`src/rtl/phy_rx_sync_if.sv`:
```
`default_nettype none
// ============================================================================
// Module   : phy_rx_sync_if
// Brief    : Serial-in / aligned-byte-out bundle for the multi-lane receiver.
// Revision : 1.0  initial release
// ============================================================================
interface phy_rx_sync_if #(
    parameter int LANES = 2
);
    logic                 enable_i;
    logic [LANES-1:0]     serial_in_i;
    logic [8*LANES-1:0]   data_out_o;
    logic [LANES-1:0]     valid_out_o;
    logic [LANES-1:0]     byte_stb_o;
    logic [LANES-1:0]     lock_o;
    logic                 all_locked_o;

    modport master (
        output enable_i, serial_in_i,
        input  data_out_o, valid_out_o, byte_stb_o, lock_o, all_locked_o
    );

    modport slave (
        input  enable_i, serial_in_i,
        output data_out_o, valid_out_o, byte_stb_o, lock_o, all_locked_o
    );
endinterface
`default_nettype wire

```
`src/rtl/phy_rx_sync.sv`:
```
`default_nettype none
// ============================================================================
// Module   : phy_rx_sync
// Brief    : Per-lane deserialiser with comma hunt, lock and starvation re-hunt.
// Revision : 1.0  initial release
// ============================================================================
module phy_rx_sync #(
    parameter int         LANES      = 2,
    parameter logic [7:0] COMMA      = 8'hBC,
    parameter int         LOCK_COUNT = 4,
    parameter int         MAX_GAP    = 16
) (
    input  logic          clk_8f,
    input  logic          reset,
    phy_rx_sync_if.slave  bus
);

    localparam int RUN_W = $clog2(LOCK_COUNT + 1);
    localparam int GAP_W = $clog2(MAX_GAP + 2);
    localparam logic [RUN_W-1:0] RUN_ONE  = RUN_W'(1);
    localparam logic [RUN_W-1:0] RUN_LOCK = RUN_W'(LOCK_COUNT);
    localparam logic [GAP_W-1:0] GAP_ONE  = GAP_W'(1);
    localparam logic [GAP_W-1:0] GAP_MAX  = GAP_W'(MAX_GAP);

    typedef enum logic [1:0] {
        HUNT   = 2'd0,
        SYNC   = 2'd1,
        LOCKED = 2'd2
    } state_t;

    logic [LANES-1:0] lock_d;
    logic             all_locked_q;

    for (genvar i = 0; i < LANES; i++) begin : g_lane
        // Only 7 bits of history are needed: the window appends the live bit.
        logic [6:0]       sr_q;
        logic [7:0]       w;
        logic             is_comma;
        logic             boundary;
        state_t           state_q, state_d;
        logic [2:0]       bit_q, bit_d;
        logic [RUN_W-1:0] run_q, run_d;
        logic [GAP_W-1:0] gap_q, gap_d, gap_inc;
        logic [7:0]       data_q, data_d;
        logic             valid_q, valid_d;
        logic             stb_q, stb_d;
        logic             lock_q;

        assign w        = {sr_q, bus.serial_in_i[i]};
        assign is_comma = (w == COMMA);
        assign boundary = (bit_q == 3'd7);
        assign gap_inc  = gap_q + GAP_ONE;

        always_comb begin
            state_d = state_q;
            bit_d   = bit_q + 3'd1;
            run_d   = run_q;
            gap_d   = gap_q;
            data_d  = data_q;
            valid_d = valid_q;
            stb_d   = 1'b0;
            if (!bus.enable_i) begin
                state_d = HUNT;
                bit_d   = '0;
                run_d   = '0;
                gap_d   = '0;
                valid_d = 1'b0;
            end else begin
                unique case (state_q)
                    HUNT: begin
                        bit_d   = '0;
                        valid_d = 1'b0;
                        if (is_comma) begin
                            run_d   = RUN_ONE;
                            gap_d   = '0;
                            state_d = (LOCK_COUNT == 1) ? LOCKED : SYNC;
                        end
                    end
                    SYNC: begin
                        if (boundary) begin
                            if (is_comma) begin
                                run_d = run_q + RUN_ONE;
                                if (run_d == RUN_LOCK) begin
                                    state_d = LOCKED;
                                    gap_d   = '0;
                                end
                            end else begin
                                state_d = HUNT;
                                run_d   = '0;
                            end
                        end
                    end
                    LOCKED: begin
                        if (boundary) begin
                            stb_d   = 1'b1;
                            data_d  = w;
                            valid_d = !is_comma;
                            if (is_comma) begin
                                gap_d = '0;
                            end else if (gap_inc > GAP_MAX) begin
                                // Starved byte is still strobed, but flagged invalid.
                                state_d = HUNT;
                                valid_d = 1'b0;
                                gap_d   = '0;
                                run_d   = '0;
                            end else begin
                                gap_d = gap_inc;
                            end
                        end
                    end
                    default: state_d = HUNT;
                endcase
            end
        end

        assign lock_d[i] = (state_d == LOCKED);

        always_ff @(posedge clk_8f or posedge reset) begin
            if (reset) begin
                sr_q    <= '0;
                state_q <= HUNT;
                bit_q   <= '0;
                run_q   <= '0;
                gap_q   <= '0;
                data_q  <= '0;
                valid_q <= 1'b0;
                stb_q   <= 1'b0;
                lock_q  <= 1'b0;
            end else begin
                sr_q    <= w[6:0];
                state_q <= state_d;
                bit_q   <= bit_d;
                run_q   <= run_d;
                gap_q   <= gap_d;
                data_q  <= data_d;
                valid_q <= valid_d;
                stb_q   <= stb_d;
                lock_q  <= lock_d[i];
            end
        end

        assign bus.data_out_o[8*i +: 8] = data_q;
        assign bus.valid_out_o[i]       = valid_q;
        assign bus.byte_stb_o[i]        = stb_q;
        assign bus.lock_o[i]            = lock_q;
    end

    always_ff @(posedge clk_8f or posedge reset) begin
        if (reset) begin
            all_locked_q <= 1'b0;
        end else begin
            all_locked_q <= &lock_d;
        end
    end

    assign bus.all_locked_o = all_locked_q;

endmodule
`default_nettype wire

```
`src/flat_wrapper.sv`:
```
// flat-port wrapper written by rule: the top's interface ports become plain ports
module phy_rx_sync_flat 
#(
    parameter int         LANES      = 2,
    parameter logic [7:0] COMMA      = 8'hBC,
    parameter int         LOCK_COUNT = 4,
    parameter int         MAX_GAP    = 16
)
  (clk_8f, reset, bus_enable_i, bus_serial_in_i, bus_data_out_o, bus_valid_out_o, bus_byte_stb_o, bus_lock_o, bus_all_locked_o);
  phy_rx_sync_if #(.LANES(LANES)) bus_i ();
  input  logic clk_8f;
  input  logic reset;
  input wire logic [$bits(bus_i.enable_i)-1:0] bus_enable_i;
  input wire logic [$bits(bus_i.serial_in_i)-1:0] bus_serial_in_i;
  output wire logic [$bits(bus_i.data_out_o)-1:0] bus_data_out_o;
  output wire logic [$bits(bus_i.valid_out_o)-1:0] bus_valid_out_o;
  output wire logic [$bits(bus_i.byte_stb_o)-1:0] bus_byte_stb_o;
  output wire logic [$bits(bus_i.lock_o)-1:0] bus_lock_o;
  output wire logic [$bits(bus_i.all_locked_o)-1:0] bus_all_locked_o;
  assign bus_i.enable_i = bus_enable_i;
  assign bus_i.serial_in_i = bus_serial_in_i;
  assign bus_data_out_o = bus_i.data_out_o;
  assign bus_valid_out_o = bus_i.valid_out_o;
  assign bus_byte_stb_o = bus_i.byte_stb_o;
  assign bus_lock_o = bus_i.lock_o;
  assign bus_all_locked_o = bus_i.all_locked_o;
  phy_rx_sync #(.LANES(LANES), .COMMA(COMMA), .LOCK_COUNT(LOCK_COUNT), .MAX_GAP(MAX_GAP)) u_core (.clk_8f(clk_8f), .reset(reset), .bus(bus_i));
endmodule
```
`config.mk`:
```
export PLATFORM = sky130hd
export DESIGN_NAME = phy_rx_sync_flat
export DESIGN_NICKNAME = d
export VERILOG_FILES = /design/src/rtl/phy_rx_sync_if.sv /design/src/rtl/phy_rx_sync.sv /design/src/flat_wrapper.sv
export SDC_FILE = /design/constraint.sdc
export NUM_CORES = 1
export LEC_CHECK = 0
export CAP_MARGIN = 20
export CORE_MARGIN = 1
export CORE_UTILIZATION = 40
export DETAILED_ROUTE_END_ITERATION = 10
export PLACE_DENSITY = 0.69
export SLEW_MARGIN = 30
export SYNTH_ARGS = -nofsm -noshare
export SYNTH_HDL_FRONTEND = slang
export SYNTH_SLANG_ARGS = --single-unit
export TNS_END_PERCENT = 5
```
`constraint.sdc`:
```
create_clock -name clk_8f -period 2.2 [get_ports clk_8f]
set_input_delay 0.33 -clock clk_8f [delete_from_list [all_inputs] [get_ports clk_8f]]
set_output_delay 0.33 -clock clk_8f [all_outputs]
set_load 0.02 [all_outputs]
```
* Word-level counts from Yosys, hierarchy flattened *
Cells that the tools add are included.

word-level totals
  input port bits = 5
  register bits = 63
  word-level logic and storage cells = 142
  output and inout port bits = 23

cells by class
  muxes and demuxes = 72
  add/subtract/negate cells = 6
  reductions and logical operators = 13
  order comparisons = 2
  equal/unequal tests = 30

operator list
  kind                                                                      count
  5-bit two-way mux                                                         16
  3-bit two-way mux                                                         18
  3-bit by 2-bit inequality test with 1-bit output (second input constant)  12
  2-bit two-way mux                                                         16
  5-bit case mux with 3 select lines                                        2
  6-bit AND reduction                                                       4
  3-bit case mux with 3 select lines                                        2
  8-bit equality test (second input constant)                               2
  1-bit two-way mux                                                         14
  3-bit by 1-bit adder with 3-bit output (second input constant)            4
  3-bit equality test (second input constant)                               4
  2-bit case mux with 3 select lines                                        2
  5-bit by 1-bit adder with 5-bit output (second input constant)            2
  5-bit > comparator (second input constant)                                2
  2-bit equality test (second input constant)                               4
  4-bit by 1-bit inequality test with 1-bit output (second input constant)  2
  3-bit by 1-bit inequality test with 1-bit output (second input constant)  2
  3-bit inequality test (second input constant)                             2
  2-bit AND reduction                                                       3
  3-bit AND reduction                                                       2
  2-bit by 1-bit equality test with 1-bit output (second input constant)    2
  2-bit zero test                                                           2
  1-bit case mux with 2 select lines                                        2
  1-bit zero test                                                           2

* Depth between registers and ports, before layout *
  word-level depth = 9
  depth in mapped cells = 9
  mapped depth without buffers = 8

* Least setup slack after synthesis *
OpenSTA, ideal clock, no wires.

  kind = flip-flop to flip-flop
  start point = reg u_core.g_lane[0].gap_q[0]
  end point = reg u_core.all_locked_q (netlist: u_core.bus.all_locked_o)
  clock period less this slack = 1,988 ps
  data arrival time = 1,851 ps
  slack = 212 ps
  buffers on the path = 0
  library setup time = 137 ps
  cell stages (with the launch flop) = 8
  data required time = 2,063 ps
  cells stage by stage = dfrtp_1 > ha_1 > and3_1 > a211oi_1 > o21ai_0 > a311o_1 > and2_1 > nor3b_2

between the ends
  longest elaborated chain between the ends = 9

ends and longest elaborated chain
  what                                    line                text
  from (decl)                             phy_rx_sync.sv:43   logic [GAP_W-1:0] gap_q, gap_d, gap_inc;
  from (signal assigned)                  phy_rx_sync.sv:134  gap_q <= gap_d;
  5-bit by 1-bit adder with 5-bit output  phy_rx_sync.sv:52   assign gap_inc = gap_q + GAP_ONE;
  5-bit > comparator                      phy_rx_sync.sv:100  end else if (gap_inc > GAP_MAX) begin
  2-bit two-way mux                       phy_rx_sync.sv:100
  2-bit two-way mux                       phy_rx_sync.sv:98   if (is_comma) begin
  2-bit two-way mux                       phy_rx_sync.sv:94   if (boundary) begin
  2-bit case mux with 3 select lines      phy_rx_sync.sv:69   unique case (state_q)
  2-bit two-way mux                       phy_rx_sync.sv:62   if (!bus.enable_i) begin
  2-bit equality test                     phy_rx_sync.sv:116  assign lock_d[i] = (state_d == LOCKED);
  via u_core.lock_d[0]                    phy_rx_sync.sv:31   logic [LANES-1:0] lock_d;
  2-bit AND reduction                     phy_rx_sync.sv:152  all_locked_q <= &lock_d;
  to (signal assigned)                    phy_rx_sync.sv:152
  to (decl)                               phy_rx_sync.sv:32   logic all_locked_q;

The timed path passes the listed nets, and every way through them passes these cells.
A chain may end at the register's enable or synchronous reset.

* Final worst setup path *
  start point = in bus_serial_in_i[1]
  end point = reg u_core.g_lane[1].gap_q[3]

between the ends
  longest elaborated chain between the ends = 5
  elaborated cells between the ends (all ways) = 8
  those cells by class = 3 x eq/ne; 4 x mux; 1 x reduce/logical

ends and longest elaborated chain
  what                                line                text
  from (decl)                         flat_wrapper.sv:14  input wire logic [$bits(bus_i.serial_in_i)-1:0] bus_serial_in_i;
  8-bit equality test *               phy_rx_sync.sv:50   assign is_comma = (w == COMMA);
  5-bit two-way mux                   phy_rx_sync.sv:98
  5-bit two-way mux                   phy_rx_sync.sv:94
  5-bit case mux with 3 select lines  phy_rx_sync.sv:69
  5-bit two-way mux                   phy_rx_sync.sv:62
  to (signal assigned)                phy_rx_sync.sv:134
  to (decl)                           phy_rx_sync.sv:43

Mark *: on every way between the ends. The rest lies on a longest branch, timed or not. The select of a mux whose other input is x is not followed.

==> impl_results.md <==
* Net count after synthesis at 293
* CP Max Fanout at 7
* PwrDens at 569 nW/um^2
* Gr usage total at 0.160
* Port Buffer Count at 27
* GPL Wtd Cong at 0.838
* Top post-synthesis cells by area: dfrtp_1 52%, ha_1 7.4%, mux2_2 7.0%
* Wire per inst at 13.1 um
* Detail Route Antenna Nets at 0
* Setup repair bufs after CTS at 0
* Maxcap violations at 0
* Die height at 89.4 um
* Initial Utilization at 0.417
* Reg-to-reg endpoint: u_core.bus.all_locked_o$_DFF_PP0_
* CTS Root Cell: clkbuf_8
* IO Pins at 28
* Unrepaired setup endpoints after global routing: yes
* Worst skew pair latency at 0.35 ns
* Area growth from synthesis to layout at 23.2%
* CTS clock-pin slew for the worst setup and hold paths at 0.07 ns
* Die Area at 7990 sq um
* Yosys Warn Count at 0
* Final #Nets at 345
* Post-route DRC at 0
* Sink count of the clock tree at 63
* Critical path data required time at 2.43 ns
* Share of the synthesized area in the top cell type at 0.516
* Number of gates resized after CTS at 0
* Detail Placement HPWL at 4070 um
* Fraction of layout cells with a size suffix above 1 at 0.205
* Post-synthesis area per instance at 11.3 sq um
* Top_reg_cell synth: dfrtp_1
* Post-layout min period at 2.12 ns
* Max Slew Vio Count at 0
* Post-synthesis sequential area ratio at 0.516
* DRT iter0 DRCs at 107
* Initial antenna violation count at 0
* CTS buffer count at 9
* Post-synth top area cell: dfrtp_1
* Status: completed
* Post-synthesis async set-or-reset flop share at 1.00
* Clock skew at 0.00851 ns
* Die W at 89.4 um
* Total gr overflow at 0
* Worst r2r src: u_core.g_lane[0].gap_q[0]$_DFFE_PP0P_
* Slew headroom at 0.548
* Core area at 7330 sq um
* CTS Hold Buffers Added at 0
* Cells on worst reg2reg path at 8
* Kind of start point of the critical path: primary input
* Area of placed instances at 3580 sq um
* Fill cells at 648
* Vias in the first global route at 2103
* First-pass GRT wire length at 9560 um
* VDD IR max at 0.000482 V
* Final non-filler cell area at 3760 sq um
* Number of enable flip-flop cells after synthesis at 0
* Hold Vio Cnt, Final at 0
* Period Utilization, post-route at 0.962
* Ant. Diodes at 0
* Row Count at 31
* DR vias/cell at 5.13
* TritonCTS clock tree: yes
* FMAX at 472 MHz
* Post-Route WL at 5570 um
* Worst slew pin tran at 0.672 ns
* Setup violation total in the final timing report at 0
* Largest net degree at the start of global routing at 44
* Mapped Cells at 270
* Setup TNS at 0 ns
* Arrival time worst endpoint at 2.35 ns
* Mapped cell area at 3060 sq um
* Seq cells post-synth at 63
* Netlist cell types at 57
* CP endpoint kind: flip-flop
* Vias at 2184
* Hold Crit Class: in2async
* H-tree depth at 3
* Setup slack, reg-to-reg at 0.09 ns
* Drt pass-1 iters at 5
* Pleak at 1.81 nW
* CTS max path bufs at 2
* Critical path class: in2reg
## flip-flops by register name (all words and copies together) (netlist names)
signal,count
u_core.g_lane.state_q,4
u_core.g_lane.sr_q,14
u_core.g_lane.lock_q,2
u_core.g_lane.bit_q,6
u_core.g_lane.stb_q,2
u_core.g_lane.run_q,6
u_core.g_lane.valid_q,2
u_core.g_lane.gap_q,10
u_core.bus.all_locked_o,1
u_core.g_lane.data_q,16
## metrics by stage
stage	hold WS [ns]	cells	setup WS (ns)	power, mW	utilization
2_1_floorplan	0.361	270	0.212	1.25	-
3_3_place_gp	0.381	410	-0.199	1.29	0.489
3_5_place_dp	0.387	410	-0.270	1.29	0.489
4_1_cts	0.314	426	0.0239	2.17	0.513
5_1_grt	0.347	426	-0.0223	2.24	0.513
6_report	0.305	426	0.0829	2.14	0.513
## critical path, stage by stage
cell and delay, ns:
clkdlybuf4s50_1 0.44, nand2b_4 0.16, or4_1 0.60, a2bb2oi_1 0.20
o21ai_2 0.29, mux2i_1 0.24, o41ai_1 0.09
## synthesized netlist by cell type (2+ instances only)
| cell | number |
|---|---|
| nand3b_1 | 2 |
| nor4_1 | 3 |
| and3_1 | 5 |
| and2_1 | 2 |
| buf_4 | 7 |
| o2bb2ai_1 | 2 |
| nand2_1 | 16 |
| xor2_1 | 3 |
| mux2i_1 | 5 |
| o31ai_1 | 2 |
| o22ai_1 | 2 |
| mux2_2 | 19 |
| inv_1 | 22 |
| nor3b_1 | 5 |
| a21oi_1 | 9 |
| nor3_1 | 3 |
| a311o_1 | 2 |
| a211oi_1 | 2 |
| nand3_1 | 9 |
| nand4_1 | 2 |
| o21ai_0 | 12 |
| dfrtp_1 | 63 |
| and3b_1 | 3 |
| nand2b_1 | 3 |
| ha_1 | 18 |
| nor2_1 | 12 |
| o41ai_1 | 2 |
| a31oi_1 | 5 |
| clkbuf_1 | 2 |
## final cells by class
cell class | count | area, sq um | area share
inverter | 22 | 82.6 | 0.0219
sequential | 63 | 1580 | 0.419
clock inverter | 5 | 33.8 | 0.00898
timing repair buffer | 53 | 478 | 0.127
multi-input combinational | 173 | 1330 | 0.353
clock buffer | 11 | 141 | 0.0376
tap | 99 | 124 | 0.0329
## cell families after synthesis
group | after synthesis | share of synthesized area
XOR/XNOR | 3 | 0.00860
AND/OR/NAND/NOR | 77 | 0.147
multiplexers | 24 | 0.0864
AO/OA/AOI/OAI | 51 | 0.117
flip-flops | 63 | 0.516
adder cells (fa/ha/maj) | 18 | 0.0737
buffers and inverters | 34 | 0.0512
## power breakdown
group	internal [mW]	switching, mW	total (mW)
Clock	0.436	0.437	0.873
Combinational	0.0327	0.0472	0.0799
Sequential	1.17	0.0138	1.19
## worst max path at each step
| stage | slack, ns | startpoint | to | cells past startpoint |
|---|---|---|---|---|
| after global routing | -0.02 | bus_serial_in_i[1] | u_core.g_lane[1].gap_q[4]$_DFFE_PP0P_ | 7 |
| after detailed placement | -0.27 | bus_serial_in_i[1] | u_core.g_lane[1].gap_q[3]$_DFFE_PP0P_ | 7 |
| after floorplan | 0.21 | u_core.g_lane[0].gap_q[0]$_DFFE_PP0P_ | u_core.bus.all_locked_o$_DFF_PP0_ | 7 |
| after CTS | 0.02 | u_core.g_lane[0].gap_q[0]$_DFFE_PP0P_ | u_core.bus.all_locked_o$_DFF_PP0_ | 8 |
| after global placement | -0.20 | bus_serial_in_i[1] | u_core.g_lane[1].gap_q[4]$_DFFE_PP0P_ | 7 |
| final | 0.08 | bus_serial_in_i[1] | u_core.g_lane[1].gap_q[3]$_DFFE_PP0P_ | 7 |
## layout by cell type, fill, tap and decap left out, types with 3 or more instances in the layout
cell type	synthesis	final
buf_4	7	25
inv_1	22	21
nand2_1	16	16
nor4_1	3	3
and3_1	5	5
xor2_1	3	3
a31oi_1	5	5
dfrtp_1	63	63
ha_1	18	18
nand2b_1	3	3
o21ai_0	12	12
clkbuf_8	0	10
nand3_1	9	9
nor3b_1	5	5
and3b_1	3	3
nor3_1	3	3
mux2i_1	5	5
clkdlybuf4s50_1	0	27
mux2_2	19	19
a21oi_1	9	9
nor2_1	12	12
## metal layers
metal / vias to the layer above / wire, um / GRT usage
li1: 1071 / - / -
met5: - / 0 / 0
met3: 10 / 219 / 0.0416
met4: 0 / 143 / 0.0924
met2: 45 / 2560 / 0.231
met1: 1058 / 2640 / 0.216
(Power assumes the default switching activity.)
